**src/rtl/call_stack_controller.sv**
```systemverilog
// Sequences the hardware return-address stack for CALL/RET. It turns single-cycle
// requests into timed push/pop strobes, captures the popped address, and tracks
// depth with sticky overflow/underflow flags. The stack has no reset, so after
// reset this block pops it until it reports empty.
module call_stack_controller #(
  parameter int unsigned DATA_WIDTH = 32,
  parameter int unsigned DEPTH_MAX  = 31,
  parameter int unsigned PTR_WIDTH  = 5
) (
  input  logic                  clock,
  input  logic                  reset,
  input  logic                  call_req,
  input  logic [DATA_WIDTH-1:0] call_addr,
  input  logic                  ret_req,
  input  logic                  err_clear,
  output logic                  busy,
  output logic                  call_done,
  output logic                  ret_valid,
  output logic [DATA_WIDTH-1:0] ret_addr,
  output logic [PTR_WIDTH-1:0]  depth,
  output logic                  overflow_err,
  output logic                  underflow_err,
  output logic                  stk_push,
  output logic                  stk_pop,
  output logic [DATA_WIDTH-1:0] stk_data_in,
  input  logic [DATA_WIDTH-1:0] stk_data_out,
  input  logic                  stk_full,
  input  logic                  stk_empty
);

  typedef enum logic [2:0] {
    StDrain,
    StIdle,
    StPush,
    StPop,
    StCapture
  } state_e;

  state_e                r_state;
  logic [PTR_WIDTH-1:0]  r_depth;
  logic [DATA_WIDTH-1:0] r_call_addr;
  logic [DATA_WIDTH-1:0] r_ret_addr;
  logic                  r_call_done;
  logic                  r_ret_valid;
  logic                  r_overflow;
  logic                  r_underflow;

  state_e                w_state_next;
  logic [PTR_WIDTH-1:0]  w_depth_next;
  logic [DATA_WIDTH-1:0] w_call_addr_next;
  logic [DATA_WIDTH-1:0] w_ret_addr_next;
  logic                  w_call_done_next;
  logic                  w_ret_valid_next;
  logic                  w_overflow_next;
  logic                  w_underflow_next;
  logic                  w_push;
  logic                  w_pop;
  logic                  w_full;
  logic                  w_empty;

  // Either the local count or the stack itself may report a boundary.
  assign w_full  = (r_depth == PTR_WIDTH'(DEPTH_MAX)) || stk_full;
  assign w_empty = (r_depth == '0) || stk_empty;

  // Next-state, strobe decode and result/flag updates.
  always_comb begin
    w_state_next     = r_state;
    w_depth_next     = r_depth;
    w_call_addr_next = r_call_addr;
    w_ret_addr_next  = r_ret_addr;
    w_call_done_next = 1'b0;
    w_ret_valid_next = 1'b0;
    // Clear first so that a new error in the same cycle wins.
    w_overflow_next  = r_overflow & ~err_clear;
    w_underflow_next = r_underflow & ~err_clear;
    w_push           = 1'b0;
    w_pop            = 1'b0;
    unique case (r_state)
      StDrain: begin
        w_pop = ~stk_empty;
        if (stk_empty) begin
          w_state_next = StIdle;
        end
      end
      StIdle: begin
        if (call_req) begin
          if (w_full) begin
            w_overflow_next  = 1'b1;
            w_call_done_next = 1'b1;
          end else begin
            w_call_addr_next = call_addr;
            w_state_next     = StPush;
          end
        end else if (ret_req) begin
          if (w_empty) begin
            w_underflow_next = 1'b1;
            w_ret_addr_next  = '0;
            w_ret_valid_next = 1'b1;
          end else begin
            w_state_next = StPop;
          end
        end
      end
      StPush: begin
        w_push           = 1'b1;
        w_depth_next     = r_depth + PTR_WIDTH'(1);
        w_call_done_next = 1'b1;
        w_state_next     = StIdle;
      end
      StPop: begin
        w_pop        = 1'b1;
        w_depth_next = r_depth - PTR_WIDTH'(1);
        w_state_next = StCapture;
      end
      StCapture: begin
        // The stack presents the popped entry on the edge that ended StPop.
        w_ret_addr_next  = stk_data_out;
        w_ret_valid_next = 1'b1;
        w_state_next     = StIdle;
      end
      default: begin
        w_state_next = StDrain;
      end
    endcase
  end

  // State and datapath registers with asynchronous reset.
  always_ff @(posedge clock or posedge reset) begin
    if (reset) begin
      r_state     <= StDrain;
      r_depth     <= '0;
      r_call_addr <= '0;
      r_ret_addr  <= '0;
      r_call_done <= 1'b0;
      r_ret_valid <= 1'b0;
      r_overflow  <= 1'b0;
      r_underflow <= 1'b0;
    end else begin
      r_state     <= w_state_next;
      r_depth     <= w_depth_next;
      r_call_addr <= w_call_addr_next;
      r_ret_addr  <= w_ret_addr_next;
      r_call_done <= w_call_done_next;
      r_ret_valid <= w_ret_valid_next;
      r_overflow  <= w_overflow_next;
      r_underflow <= w_underflow_next;
    end
  end

  // Strobes are gated by reset so an in-flight push/pop aborts at once.
  assign stk_push      = w_push & ~reset;
  assign stk_pop       = w_pop & ~reset;
  assign stk_data_in   = r_call_addr;
  assign busy          = (r_state != StIdle);
  assign call_done     = r_call_done;
  assign ret_valid     = r_ret_valid;
  assign ret_addr      = r_ret_addr;
  assign depth         = r_depth;
  assign overflow_err  = r_overflow;
  assign underflow_err = r_underflow;

endmodule

```
**config.mk**
```make
export PLATFORM = sky130hd
export DESIGN_NAME = call_stack_controller
export DESIGN_NICKNAME = d
export VERILOG_FILES = /design/src/rtl/call_stack_controller.sv
export SDC_FILE = /design/constraint.sdc
export NUM_CORES = 1
export LEC_CHECK = 0
export CORE_UTILIZATION = 42
export DETAILED_ROUTE_END_ITERATION = 7
export PLACE_DENSITY = 0.81
export SYNTH_ARGS = -nofsm -noshare
export SYNTH_HDL_FRONTEND = slang
export SYNTH_SLANG_ARGS = --single-unit
```
**constraint.sdc**
```tcl
create_clock -name clock -period 3 [get_ports clock]
set_input_delay 0.45 -clock clock [delete_from_list [all_inputs] [get_ports clock]]
set_output_delay 0.45 -clock clock [all_outputs]
set_load 0.05 [all_outputs]
```
==> results of run 1 <==
## Yosys cell counts, types with 2 or more instances
| cell type | n | share of area (%) |
|---|---|---|
| clkbuf_2 | 2 | 0.30 |
| nor2b_1 | 2 | 0.37 |
| buf_12 | 3 | 1.8 |
| xor2_1 | 2 | 0.52 |
| inv_1 | 8 | 0.89 |
| a21o_1 | 2 | 0.45 |
| ha_1 | 3 | 1.1 |
| dfrtp_1 | 76 | 57 |
| nor3_1 | 5 | 0.75 |
| o211ai_1 | 2 | 0.45 |
| mux2_2 | 2 | 0.67 |
| nor3_2 | 2 | 0.60 |
| nor2_1 | 5 | 0.56 |
| nand2_1 | 73 | 8.2 |
| clkbuf_1 | 8 | 0.89 |
| o21ai_0 | 36 | 5.4 |
| nor3b_1 | 2 | 0.45 |
| buf_2 | 3 | 0.45 |
| and3_1 | 2 | 0.37 |
| nand2b_1 | 4 | 0.75 |
| mux2_4 | 30 | 13 |
| a21oi_1 | 5 | 0.75 |
## registers in the layout, summed over array words and instances (netlist names)
signal and flops:
stk_data_in 32, ret_addr 32, overflow_err 1, ret_valid 1, underflow_err 1, r_state 3, call_done 1, depth 5
## metal layers
metal,up-vias,track usage [%]
li1,1267,-
met1,1242,25.47
met2,105,32.64
met3,10,5.025
met4,0,4.894
met5,-,0
## power groups by stage
stage / combinational [W] / sequential [W] / clock, W
finish: 0.00317 / 0.00168 / 0.000687
global route: 0.00334 / 0.00174 / 0.000749
CTS: 0.00320 / 0.00168 / 0.000710
detailed placement: 0.00319 / 0.00170 / 0
global placement: 0.00315 / 0.00168 / 0
floorplan: 0.000898 / 0.00296 / 0
## cells by family (layout without fill, tap and decap cells)
family	after synthesis	after routing
compound gates	52	52
xor+xnor	3	3
fa+ha+maj	4	4
buf+inv	27	176
flops	76	76
mux	32	32
simple gates	100	100
## through the flow
| stage | setup WS (ns) | hold slack, ns |
|---|---|---|
| after floorplan | 0.6117 | 0.5249 |
| after global placement | 0.4762 | 0.4667 |
| after detailed placement | 0.4565 | 0.4781 |
| after CTS | 0.4051 | 0.5018 |
| after global routing | 0.2795 | 0.5237 |
| final | 0.4308 | 0.4968 |
## layout make-up
| class | instances | area share (%) |
|---|---|---|
| clock buffers | 10 | 2.718 |
| clock inverters | 6 | 0.7907 |
| inverters | 9 | 0.6919 |
| multi-input cells | 191 | 25.62 |
| flip-flops and latches | 76 | 37.56 |
| well taps | 102 | 2.520 |
| repair buffers | 151 | 30.10 |
## path summary, 6_finish.rpt
path / startpoint / cells after the start / slack [ns] / endpoint
min in group asynchronous: reset / 3 / 0.57 / stk_data_in[11]
max reg2reg: r_state[0] / 8 / 0.78 / depth[4]
max in group asynchronous: reset / 3 / 2.11 / ret_addr[0]
min: underflow_err / 1 / 0.50 / underflow_err
max: r_state[0] / 4 / 0.43 / busy
min reg2reg: underflow_err / 1 / 0.50 / underflow_err
==> flow_summary.json, run 1 <==
{
  "outcome": "complete, no violations",
  "ctsRootBufferMaster": "clkbuf_8",
  "ctsHtreeMaxLevel": 3,
  "final_common_cell": "clkdlybuf4s50_1",
  "route.met2.wl_um": 3804,
  "postCtsResizedCells": 0,
  "fin_tns_setup_ns": 0,
  "power_leakage_nw": 2.194,
  "cts_tree": "done",
  "ant_nets": 0,
  "antenna_found_initial": 0,
  "dp_hpwl_um": 5530,
  "post_synth_inst_count": 294,
  "hold_class": "reg2reg",
  "timing.max_cap.violations": 0,
  "area_growth_syn_to_layout_pct": 50.89,
  "critical_path_arrival_ns": 2.12,
  "drt_drc_violations_left": 0,
  "starting_density_of_the_core_pct": 43.43,
  "combinational_power_share_pct": 57.2,
  "synth.net_count": 369,
  "power.share.sequential_pct": 30.3,
  "final-seq-area_mm2": 0.001902,
  "worst_ir_drop_vdd_uv": 522.0,
  "period_minus_slack_ns": 2.569,
  "cts_max_path_buffers": 2,
  "synth_top_family_by_area": "multiplexers",
  "detailed_place.area_mm2": 0.004886,
  "synth-warning-count": 0,
  "synth_area_per_cell_um2": 11.41,
  "antenna_cells": 0,
  "cts_hold_repair.buffers": 0,
  "switching_share_pct": 46.66,
  "cts_setup_buffers": 0,
  "achievable-frequency_mhz": 389.2,
  "layout-drive-gt1-share_pct": 13.77,
  "drt_via_density": 4.815,
  "ys_ff_latch": 76,
  "layout_common_cells": "clkdlybuf4s50_1, dfrtp_1, nand2_1",
  "clock_sinks": 76,
  "core_mm2": 0.007727,
  "p_int_w": 0.002956,
  "critical_path_peak_fanout": 12,
  "routed_wire_length_per_instance_um": 14.36,
  "netlist-cell-type-count": 39,
  "critical-path-max-stage-delay_ns": 0.74,
  "residual_overflow_from_global_routing": 0,
  "clkLatencyLatePin_ns": 0.33,
  "cts.reportedPaths.clkPinSlew_ns": 0.08,
  "layout.filler_cells": 611,
  "crit_path_start_kind": "flip-flop",
  "slowest_stage": "clkdlybuf4s50_1",
  "fin_skew_ns": 0.008481,
  "cpLargestDelayFamily": "buffers and inverters",
  "number_of_top_level_pins": 147,
  "cp_cell_sequence": "inv_2 > nor3_2 > inv_1 > clkdlybuf4s50_1",
  "synth.area.mux_share_pct": 14.09,
  "grt_start_max_net_pins": 77,
  "chipHeight_um": 91.39,
  "power_w": 0.005541,
  "power_frac_clock_pct": 12.4,
  "criticalPathCategory": "reg2out",
  "cp-end-kind": "output port",
  "io_buffers": 146,
  "met1Wirelength_um": 3370,
  "critical_path.n_buffers_inverters": 3,
  "wire_length_of_the_first_global_routing_pass_um": 13030,
  "synth_xor_xnor_area_share_pct": 0.7830,
  "fp-row-count": 32,
  "tightest_slew_ns": 0.5385,
  "power_switching_w": 0.002585,
  "drtPass1Iterations": 4,
  "post-route-util_pct": 65.53,
  "rsz0062_at_grt": "false",
  "cp.required_ns": 2.55,
  "gp_congestion": 0.7962,
  "die_width_um": 91.39,
  "worst_slew_margin_rel_pct": 63.99,
  "post_synth_and_or_nand_nor_area_fraction_pct": 12.98,
  "design.die.area_mm2": 0.008351,
  "area_share_of_fa_ha_maj_cells_after_synthesis_pct": 1.715,
  "vias": 2624,
  "synth.cell_area_mm2": 0.003356,
  "place_inst": 529,
  "num-nets-final": 513,
  "cts-buffers-inserted": 9,
  "layoutNonFillerInstCount": 545,
  "synth_top_flop_cell": "dfrtp_1",
  "gr-usage-all-layers_pct": 19.59,
  "synth-compound-area-share_pct": 8.874,
  "drt_iter0_drc": 126,
  "synthArstFlopShare_pct": 100.0,
  "synth_seq_area_share_pct": 56.67,
  "postRouteWirelength_um": 7826,
  "power.density_mw_per_mm2": 1094,
  "slew_viol_final": 0,
  "final_area_mm2": 0.005064,
  "finalSetupViolations": 0,
  "synth_enable_flop_cells": 0,
  "detailroute.wirelength.met3_um": 562,
  "dr.max_layer_used": "met4",
  "via_count_of_the_first_global_routing_pass": 2642,
  "multiInputGateArea_mm2": 0.001297,
  "fin_crit_sh_pct": 85.64,
  "timing.final.hold_violations": 0
}
Power figures use the tool's default switching activity.
==> run 2, diff against run 1 <==
- CELL_PAD_IN_SITES_DETAIL_PLACEMENT: unset -> 1
- CELL_PAD_IN_SITES_GLOBAL_PLACEMENT: unset -> 1
- CORE_ASPECT_RATIO: unset -> 0.6
- CORE_UTILIZATION: 42 -> 32
- PLACE_DENSITY: 0.81 -> 0.82
==> flow_summary.json, run 2 (synthesized netlist as in run 1, its figures left out) <==
{
  "cts_setup_buffers": 0,
  "postCtsResizedCells": 0,
  "cts_max_path_buffers": 2,
  "design.die.area_mm2": 0.01091,
  "cp.required_ns": 2.55,
  "fin_skew_ns": 0.007264,
  "hold-worst-slack_ns": 0.4786,
  "power_leakage_nw": 2.246,
  "core_mm2": 0.01002,
  "via_count_of_the_first_global_routing_pass": 2837,
  "power.density_mw_per_mm2": 1149,
  "hold-path-cell-count": 1,
  "layoutNonFillerInstCount": 577,
  "wire_length_of_the_first_global_routing_pass_um": 15520,
  "preCtsSetupSlack_ns": 0.4224,
  "residual_overflow_from_global_routing": 0,
  "drt_via_density": 4.693,
  "fin_crit_sh_pct": 87.81,
  "outcome": "complete, no violations",
  "rsz0062_at_grt": "false",
  "routed_wire_length_per_instance_um": 17.16,
  "gr-usage-all-layers_pct": 18.97,
  "cp-end-kind": "output port",
  "clkLatencyLatePin_ns": 0.33,
  "crit-reg2reg-launch": "r_state[0]",
  "num-nets-final": 513,
  "drt_iter0_drc": 63,
  "power_w": 0.005995,
  "drtPass1Iterations": 4,
  "achievable-frequency_mhz": 379.6,
  "ctsHtreeMaxLevel": 3,
  "die_width_um": 134.2,
  "starting_density_of_the_core_pct": 33.49,
  "antenna_found_initial": 0,
  "worst_slew_margin_rel_pct": 45.04,
  "postRouteWirelength_um": 9900,
  "ant_nets": 0,
  "area_growth_syn_to_layout_pct": 55.52,
  "critical_path_peak_fanout": 12,
  "fp-row-count": 28,
  "layout_common_cells": "clkdlybuf4s50_1, dfrtp_1, nand2_1",
  "final.setup.worst_slack_ns": 0.3658,
  "worst_ir_drop_vdd_uv": 637.4,
  "layout-drive-gt1-share_pct": 13.57,
  "worst_r2r_endpoint": "depth[4]",
  "vias": 2708,
  "number_of_top_level_pins": 147,
  "switching_share_pct": 45.03,
  "fin_tns_setup_ns": 0,
  "cts_hold_repair.buffers": 0,
  "hold_class": "reg2reg",
  "ctsRootBufferMaster": "clkbuf_16",
  "slew_viol_final": 0,
  "worstHoldEndpoint": "underflow_err",
  "finalSetupViolations": 0,
  "clock_sinks": 76,
  "cts_tree": "done",
  "dp_hpwl_um": 7223,
  "power_frac_clock_pct": 17.7,
  "io_buffers": 146,
  "tightest_slew_ns": 0.8244,
  "worst-r2r-cell-count": 8,
  "drt_drc_violations_left": 0,
  "power_switching_w": 0.002700,
  "final_common_cell": "clkdlybuf4s50_1",
  "antenna_cells": 0,
  "hold_start": "underflow_err",
  "timing.final.hold_violations": 0,
  "criticalPathCategory": "reg2out",
  "critical_path_arrival_ns": 2.18,
  "cts-buffers-inserted": 9,
  "p_int_w": 0.003295,
  "cts.reportedPaths.clkPinSlew_ns": 0.06,
  "grt_start_max_net_pins": 45,
  "gp_congestion": 0.7775,
  "timing.max_cap.violations": 0,
  "chipHeight_um": 81.32,
  "crit_path_start_kind": "flip-flop",
  "internal_reg_to_reg_setup_slack_ns": 0.73,
  "combinational_power_share_pct": 54.0,
  "period_minus_slack_ns": 2.634,
  "place_inst": 562,
  "power.share.sequential_pct": 28.3
}
[run 2: worst max-delay path, stage by stage, from the launching register on]
cell and delay, ns:
dfrtp_1 0.54, inv_2 0.11, nor3_2 0.31, inv_1 0.17
clkdlybuf4s50_1 0.73
[run 2: power groups by stage]
stage               clock (W)  sequential [W]  combinational, W
floorplan                   0         0.00296          0.000898
global placement            0         0.00167           0.00318
CTS                   0.00109         0.00170           0.00327
finish                0.00106         0.00170           0.00324
detailed placement          0         0.00172           0.00325
global route          0.00113         0.00175           0.00341
[run 2: worst max-delay path by stage]
stage                           from        end
after floorplan                reset  call_done
after global placement     stk_empty    stk_pop
after detailed placement   stk_empty    stk_pop
after CTS                 r_state[0]       busy
after global routing      r_state[0]       busy
final                     r_state[0]       busy
[run 2: final cells by class]
class	instances	area [um^2]
Fill cell	1078	4801
Sequential cell	76	1902
Timing Repair Buffer	151	1524
Inverter	9	35.03
Multi-Input combinational cell	191	1297
Clock buffer	10	239.0
Tap cell	135	168.9
Clock inverter	5	52.55
[run 2: metal layers]
layer / up-vias / wire [um] / part of all wire (%) / global-route usage (%)
li1: 1267 / - / - / -
met1: 1312 / 4391 / 44 / 23.72
met2: 117 / 4436 / 45 / 30.41
met3: 12 / 975 / 9.8 / 8.115
met4: 0 / 96 / 0.97 / 4.719
met5: - / 0 / 0 / 0
[run 2: stage by stage]
stage               cell area, um^2  util [%]
finish                         5219     52.09
global placement               4927     49.18
CTS                            5219     52.09
global route                   5219     52.09
detailed placement             4927     49.18
floorplan                      3356         -
==> RTL change, RTL diff (flow settings as in run 1) <==
Make the reset (`reset`) synchronous in one clocked block. Comments in the files are not updated.
--- a/src/rtl/call_stack_controller.sv
+++ b/src/rtl/call_stack_controller.sv
@@ -126,5 +126,5 @@
 
   // State and datapath registers with asynchronous reset.
-  always_ff @(posedge clock or posedge reset) begin
+  always_ff @(posedge clock) begin
     if (reset) begin
       r_state     <= StDrain;
Behaviour: differs if reset is asserted again (counterexample within 4 cycles, from zero or initial values and one cycle with reset high); with reset held inactive, the same outputs for 10 cycles.
==> RTL change against run 1 <==
  * Die area is 1.2% higher
  * Routed wire length is 17% higher
  * Cell count is 12% higher
  * Worst setup slack worse by 83 ps
  * Via count is 28% higher
  * Critical endpoint is now depth[4]$_SDFFE_PP0P_
  * Sequential cell count stayed put
  * Synthesized cell count is 28% higher
  * Final area is 0.57% higher
  * Sequential share of layout area is 7.7 points lower
  * Synthesized area is 1.2% higher
  * Non-clock buffer count is 2 higher
  * Clock skew hardly changed
Power is not compared: it rests on default switching activity, and its combinational part moved more than twofold at a synthesized area within 25%.
==> RTL change: results (changes against run 1) <==
[clock_tree]
max-clock-path-buffers=2  ; unchanged
postCtsResizedCells=0  ; unchanged
cts_made_buffers=9  ; unchanged
post-cts-setup-buffer-count=0  ; unchanged
clkTransAtPathRegs_ps=80  ; about the same
clock_latency_reported_for_the_late_side_of_the_worst_skew_pair_ps=330  ; about the same
htree_num_levels=3  ; unchanged

[hold_path]
tightest_hold_check_type=primary input to register
hold_path_end=depth[2]$_SDFFE_PP0P_
holdPathStages=2  ; +1
worst_hold_startpoint=reset

[yosys]
synthesis.instances=376  ; +28%
post_synth_fa_ha_maj_area_fraction_pct=1.69  ; -0.020 points
synth_area_leaders=sky130_fd_sc_hd__dfxtp_1 (45%), sky130_fd_sc_hd__a22o_1 (8.3%), sky130_fd_sc_hd__o2bb2ai_1 (8.3%)
portion_of_the_post_synthesis_area_used_by_sequential_elements_pct=44.8  ; -12 points
ys_types=43  ; +10%
synthXorXnorAreaFrac_pct=0  ; -0.78 points
compound_gate_fraction_of_synth_area_pct=33.9  ; +25 points
ys_warn_count=0  ; unchanged
synthTopCellsByCount=sky130_fd_sc_hd__dfxtp_1 (76), sky130_fd_sc_hd__nand2_1 (71), sky130_fd_sc_hd__a21oi_1 (41)
ys_async_sr_fraction_pct=0  ; -100 points
synthMuxAreaShare_pct=0.332  ; -14 points
synth_nets=451  ; +22%

[drt]
routed_wirelength_microns=9190  ; +17%
detailedRoute.firstPassIterationCount=4  ; unchanged
wl_per_cell_microns=15.0  ; +4.4%
via_per_instance_ratio=5.46  ; +13%
drt-initial-drc-count=160  ; +27%

[timing]
timing.final.crit_period_ps=2650  ; +82.8 ps
worst_hold_slack_ps=408  ; -89.2 ps
skew_ps=8.55  ; +0.0678 ps
slew_headroom_pct=17.0  ; -47 points

[final_layout]
final_layout_size_suffix_gt1_share_pct=6.85  ; -6.9 points
antenna_cells_inserted=0  ; unchanged
design.final.nets=581  ; +13%

[global_route]
grt_pass1_wl_microns=14900  ; +14%
grt_start_max_net_pins=44  ; -43%
global_route.usage.total_pct=21.8  ; +2.2 points
number_of_global_route_vias_before_repair=3160  ; +20%

[power]
vdd.ir_drop.worst_mv=0.233
leakage_power_of_the_design_nw=1.77

[critical_path]
critical_path.startpoint=r_state[1]$_SDFFE_PP0P_
crit-reg2reg-capture=depth[4]$_SDFFE_PP0P_
endpoint=depth[4]$_SDFFE_PP0P_
critical_path_arrival_ps=2880  ; +760 ps
r2r.worst_path.cells=7  ; -1
crit_fanout=13  ; +1

[outcome]
status=finished, final reports clean

[placed_design]
dpl_cell_area_sq_um=4870  ; -0.23%
buffer_ports.inserted=146  ; unchanged
place.gp.congestion=0.849  ; +6.7%
dpl.hpwl_microns=6280  ; +14%
place_inst=597  ; +13%

[floorplanning]
design.die.area_sq_um=8450  ; +1.2%

[RTL change: cell types whose count changed in the layout (fill, tap and decap cells not counted), moves of 31 or more]
cell | before | now
sky130_fd_sc_hd__a21oi_1 | 5 | 41
sky130_fd_sc_hd__a22oi_1 | 1 | 32
sky130_fd_sc_hd__o21ai_0 | 36 | 2
sky130_fd_sc_hd__a22o_1 | 0 | 32
sky130_fd_sc_hd__dfxtp_1 | 0 | 76
sky130_fd_sc_hd__dfrtp_1 | 76 | 0
sky130_fd_sc_hd__o2bb2ai_1 | 1 | 32
[RTL change: metal layers]
| layer | GRT usage [%] | wire length, microns |
|---|---|---|
| met5 | 0 | 0 |
| met4 | 7.68 | 125 |
| met3 | 5.80 | 730 |
| met2 | 35.9 | 4230 |
| met1 | 27.4 | 4110 |
[RTL change: kinds of logic (layout without fill, tap and decap cells)]
logic type	Yosys count	count (layout)
buf+inv	40	175
mux	1	1
compound gates	153	153
flops	76	76
fa+ha+maj	4	4
simple gates	102	102
[RTL change: critical path: stages, from the launching register on]
cell and delay (ps):
sky130_fd_sc_hd__dfxtp_1 560, sky130_fd_sc_hd__nor2b_1 380, sky130_fd_sc_hd__nand2_1 210, sky130_fd_sc_hd__fa_1 440, sky130_fd_sc_hd__nand2b_1 190, sky130_fd_sc_hd__a2111o_1 370
sky130_fd_sc_hd__o21ai_1 90, sky130_fd_sc_hd__mux2_1 330
[RTL change: power breakdown]
group	internal [mW]	switching [mW]	total, mW
logic	0.171	0.197	0.368
registers	1.03	0.0155	1.04
clock network	0.491	0.356	0.847
total	1.69	0.568	2.26
[RTL change: final cells by class]
class	instances	area (sq um)
fill	663	2680
clock buffer	12	145
sequential	76	1520
inverter	6	22.5
multi-input combinational	260	1680
tap	102	128
timing repair buffer	153	1530
clock inverter	4	72.6
